**src/rtl/wide_add_pkg.sv**
```systemverilog
// Shared types and constants for the sequential wide-operand adder.
package wide_add_pkg;

    localparam int SLICE_W = 32;

    typedef enum logic [1:0] {
        WA_IDLE,
        WA_RUN,
        WA_DONE
    } wa_state_t;

    function automatic int idx_width(input int words);
        return (words > 1) ? $clog2(words) : 1;
    endfunction

endpackage

```
**src/rtl/fulladder32.sv**
```systemverilog
// 32-bit ripple-carry slice adder with carry in and carry out.
module fulladder32 (
    input  logic [31:0] a,
    input  logic [31:0] b,
    input  logic        cin,
    output logic [31:0] sum,
    output logic        cout
);

    logic [32:0] c;

    always_comb begin
        sum  = '0;
        c    = '0;
        c[0] = cin;
        for (int unsigned i = 0; i < 32; i++) begin
            sum[i]   = a[i] ^ b[i] ^ c[i];
            c[i + 1] = (a[i] & b[i]) | (c[i] & (a[i] ^ b[i]));
        end
        cout = c[32];
    end

endmodule

```
**src/rtl/wide_add_seq.sv**
```systemverilog
// WORDS x 32-bit add/subtract built from one 32-bit slice adder, one slice per
// cycle LSB first, with the carry chained through a register between slices.
module wide_add_seq
    import wide_add_pkg::*;
#(
    parameter int WORDS = 4
) (
    input  logic                     clk_i,
    input  logic                     rst_ni,
    input  logic                     valid_i,
    output logic                     ready_o,
    input  logic [SLICE_W*WORDS-1:0] a_i,
    input  logic [SLICE_W*WORDS-1:0] b_i,
    input  logic                     sub_i,
    output logic                     valid_o,
    input  logic                     ready_i,
    output logic [SLICE_W*WORDS-1:0] sum_o,
    output logic                     carry_o,
    output logic                     zero_o
);

    localparam int            IW   = idx_width(WORDS);
    localparam logic [IW-1:0] LAST = IW'(WORDS - 1);

    wa_state_t state_q, state_d;

    logic [WORDS-1:0][SLICE_W-1:0] a_q, b_q, sum_q;
    logic [IW-1:0]                 idx_q;
    logic                          carry_q;
    logic                          carry_out_q;

    logic [SLICE_W-1:0] slice_sum;
    logic               slice_carry;

    fulladder32 u_slice (
        .a    (a_q[idx_q]),
        .b    (b_q[idx_q]),
        .cin  (carry_q),
        .sum  (slice_sum),
        .cout (slice_carry)
    );

    always_ff @(posedge clk_i) begin
        if (!rst_ni) begin
            state_q <= WA_IDLE;
        end else begin
            state_q <= state_d;
        end
    end

    always_comb begin
        state_d = state_q;
        case (state_q)
            WA_IDLE: if (valid_i) state_d = WA_RUN;
            WA_RUN:  if (idx_q == LAST) state_d = WA_DONE;
            WA_DONE: if (ready_i) state_d = WA_IDLE;
            default: state_d = WA_IDLE;
        endcase
    end

    // B is stored pre-inverted for subtraction; the +1 enters as slice 0 carry-in.
    always_ff @(posedge clk_i) begin
        if (!rst_ni) begin
            a_q         <= '0;
            b_q         <= '0;
            sum_q       <= '0;
            idx_q       <= '0;
            carry_q     <= 1'b0;
            carry_out_q <= 1'b0;
        end else if (state_q == WA_IDLE && valid_i) begin
            a_q     <= a_i;
            b_q     <= sub_i ? ~b_i : b_i;
            idx_q   <= '0;
            carry_q <= sub_i;
        end else if (state_q == WA_RUN) begin
            sum_q[idx_q] <= slice_sum;
            carry_q      <= slice_carry;
            idx_q        <= idx_q + 1'b1;
            if (idx_q == LAST) begin
                carry_out_q <= slice_carry;
            end
        end
    end

    assign ready_o = (state_q == WA_IDLE);
    assign valid_o = (state_q == WA_DONE);
    assign sum_o   = sum_q;
    assign carry_o = carry_out_q;
    assign zero_o  = (sum_q == '0);

endmodule

```
**config.mk**
```make
export PLATFORM = sky130hd
export DESIGN_NAME = wide_add_seq
export DESIGN_NICKNAME = d
export VERILOG_FILES = /design/src/rtl/wide_add_pkg.sv /design/src/rtl/fulladder32.sv /design/src/rtl/wide_add_seq.sv
export SDC_FILE = /design/constraint.sdc
export NUM_CORES = 1
export LEC_CHECK = 0
export CAP_MARGIN = 20
export CORE_MARGIN = 2
export CORE_UTILIZATION = 51
export DETAILED_ROUTE_END_ITERATION = 10
export PLACE_DENSITY = 0.8
export SYNTH_ARGS = -nofsm -noshare
export SYNTH_HDL_FRONTEND = slang
export SYNTH_SLANG_ARGS = --single-unit
```
**constraint.sdc**
```tcl
create_clock -name clk_i -period 22.7 [get_ports clk_i]
set_input_delay 5.675 -clock clk_i [delete_from_list [all_inputs] [get_ports clk_i]]
set_output_delay 5.675 -clock clk_i [all_outputs]
set_load 0.03 [all_outputs]
```
==> run summary <==
The worst slack on hold paths was 452 ps. Wires add up to 53200 um. The total power draw is 1.69 mW. In the routed layout, each cell is associated on average with a via count of 5.55. Clock input transition at the sequential cells of the worst setup and hold paths: 60 ps. The tree is rooted in a sky130_fd_sc_hd__clkbuf_16. The number of detailed-routing iterations run before antenna repair was 5; the quantity of gates resized following cts was 0.

The tools report the total of max-cap violations as 0. Setup repair after global routing left no endpoint under its margin. Via count of the first global-routing pass: 14250.

Clock latency on the worst-skew pair, taken at its later pin, is 530 ps. Dividing the final minimum period by the clock period gives 73.1%. The count of port buffers added during placement was 392. Clock tree synthesis found a total of 390 sinks. The first global-routing pass estimated 79400 um of wire.

The highest clock rate is 60.3 MHz. The horizontal die dimension was 191 um. Of the synthesized area, sequential elements account for 43.6%. The count of yosys warnings during synthesis is 0, and the count of distinct cell types in the synthesized netlist is 28. The per-instance average area after synthesis was 9.56 um^2; the peak supply drop was 0.0555 mV.

The tools report the number of antenna violations at the first check in global routing as 0. TritonCTS built the clock tree. The repair_antennas step left the layout with diodes totalling 0.

The count of nets left with antenna violations once routing finished came out at 0. The tools report the number of levels the H-tree was split into as 2. The number of buffer and inverter stages on the critical path was 4; the final sum of negative setup slack was 0 ps. Leading cell type in the layout, fill and taps excluded: sky130_fd_sc_hd__nand2_1. By area the synthesized netlist is led by sky130_fd_sc_hd__dfxtp_1 (44%), sky130_fd_sc_hd__nand2_1 (13%), sky130_fd_sc_hd__a21boi_0 (9.5%). Path type of the worst setup path: reg -> reg. The fraction of synthesized cell area taken by the top area cell type was 43.6%; the area of the core was 34500 um^2. The logs give 68 for the number of placement rows and 0.941 for the final weighted congestion in routability-driven placement.

The tools report the effective utilization at floorplan as 51.8%. In this run the worst path has a maximum fanout of 28. The number of vias in the routed layout came out at 14710. The synthesized design spends more area on one cell type than any other, namely sky130_fd_sc_hd__dfxtp_1. The area growth from synthesis to layout is 29.3%. In this run the tightest slew margin relative to its limit is 26.5%. In this design, the critical path's most frequently occurring cell is sky130_fd_sc_hd__fa_1.

The floorplan step set the die height to 191 um. For this run, the leading register cell type out of synthesis is sky130_fd_sc_hd__dfxtp_1. The detailed-route DRC error count is 0, and the number of buffers on the longest clock path is 3. Number of endpoints with negative hold slack in the final report: 0. The path class of the tightest hold or removal check is reg -> reg. The logs give 0 for the count of endpoints failing setup in the final report and 36600 um^2 for the die outline area. After the last flow step, the layout net total stands at 2465. The post-synth net total was 2170; the fraction of synthesis flops using an asynchronous set or reset pin was 0%.

The synthesized design contains 390 register bits. The cell family contributing the most delay on the critical path is adder cells. Clock skew on the completed layout was measured at 20.4 ps.

Global routing used 28.3% of the available tracks across all layers. For this design, the CTS-stage hold fixing added 0 buffers. In the final routed layout, each cell accounts on average for 20.1 um.

For the pin with the worst max-slew slack, the measured transition is 1100 ps. Among all stages on the critical path, the largest delay is contributed by sky130_fd_sc_hd__mux4_2. The startpoint kind of the worst setup timing path is a flop. The mapped netlist covers 17900 um^2. For the count of pins over their slew limit, the log shows 0. The critical path required time came out at 23160 ps. 393 I/O pins were placed.

The tools report the post-synthesis cell count as 1873. The HPWL after detailed placement is 39200 um. The detailed router finished its first iteration with 1113 violations. Buffers added to address setup during post-CTS repair amount to 0. The proportion of layout cells with a drive suffix above 1 is 7.06%. Dividing total power by cell area gives a power density of 73.0 nW/um^2.

The tools report the final global-route overflow total as 0. The flow ran to the end, and the final reports show no timing, DRC or antenna violations. For the pin count of the biggest net entering global routing, the log shows 163.

The smallest clock period supported by the final layout is computed as 16600 ps. Number of enable-type register cells in the synthesized netlist: 0. The library cells used most frequently in the layout, excluding fill and tap cells, are sky130_fd_sc_hd__nand2_1 (640), sky130_fd_sc_hd__clkdlybuf4s50_1 (390), sky130_fd_sc_hd__dfxtp_1 (388), sky130_fd_sc_hd__a21boi_0 (226), sky130_fd_sc_hd__o211a_1 (137).

Data arrives at the worst endpoint at 17060 ps. Leakage power of the design: 9.43 nW. The endpoint type of the worst setup path was a flop.

The largest stage delay on the critical path was 580 ps; the number of buffers created by CTS was 40.
## through the flow
step,instances,util [%],worst slack (ps),instance area (um^2)
after floorplan,1873,-,6780,17900
after global placement,2578,63.0,6160,21800
after detailed placement,2580,63.2,5980,21800
after CTS,2651,66.9,5970,23100
after global routing,2652,67.0,5430,23100
final,2652,67.0,6100,23100
## path summary, 6_finish.rpt
| check | startpoint | to | slack [ps] | depth (start not counted) |
|---|---|---|---|---|
| max | idx_q[0]$_SDFFE_PP0P_ | sum_o[63]$_SDFFE_PN0P_ | 6100 | 39 |
| min | a_q[80]$_SDFFE_PN0P_ | a_q[80]$_SDFFE_PN0P_ | 450 | 2 |
| max reg2reg | idx_q[0]$_SDFFE_PP0P_ | sum_o[63]$_SDFFE_PN0P_ | 6100 | 39 |
| min reg2reg | a_q[80]$_SDFFE_PN0P_ | a_q[80]$_SDFFE_PN0P_ | 450 | 2 |
## cell usage after synthesis, drive strengths merged (2+ instances only)
library cell / number
nand2: 641
a21boi: 250
and2: 5
buf: 111
nand4: 8
nor2: 5
dfxtp: 390
ha: 4
nor4: 32
o211a: 137
clkbuf: 47
mux4: 64
fa: 32
nor2b: 2
xnor2: 129
or4: 2
inv: 9
## where the power goes
| part | internal, mW | switching [mW] | leakage, nW |
|---|---|---|---|
| clock | 0.379 | 0.266 | 0.651 |
| sequential | 0.726 | 0.0269 | 3.20 |
| combinational | 0.140 | 0.153 | 5.58 |
## worst register-to-register path: cells and delay by family, from the launching register on
kind | cells | cell delay, ps
mux | 1 | 600
simple gates | 1 | 90
fa+ha+maj | 32 | 14490
compound gates | 1 | 150
flops | 1 | 500
buf+inv | 4 | 720
## state kept, by name (all words and copies together), names as in the netlist
register  flops
carry_o       1
idx_q         2
carry_q       1
a_q         128
sum_o       128
state_q       2
b_q         128
## logic make-up after synthesis
logic type,synth area share [%]
and+or+nand+nor,15.4
AOI/OAI and AO/OA,18.3
DFF,43.6
buffers and inverters,4.53
xor gates and xnor gates,6.31
muxes,8.05
adders and majority gates,3.86
## per-layer routing
metal	GRT usage, %	up-vias	routed length, um
met5	0	-	0
met2	48.2	645	26100
li1	-	6921	-
met4	10.4	0	1840
met3	4.06	103	4030
met1	36.5	7041	21300
## area by class of cell
| class | instances | area (um^2) |
|---|---|---|
| well taps | 455 | 569 |
| clock inverters | 12 | 96.3 |
| flip-flops and latches | 390 | 7820 |
| inverters | 9 | 33.8 |
| multi-input cells | 1316 | 9300 |
| clock buffers | 59 | 1200 |
| repair buffers | 411 | 4130 |
| fillers | 2682 | 11400 |
No activity file was read; power rests on OpenSTA's default activity.
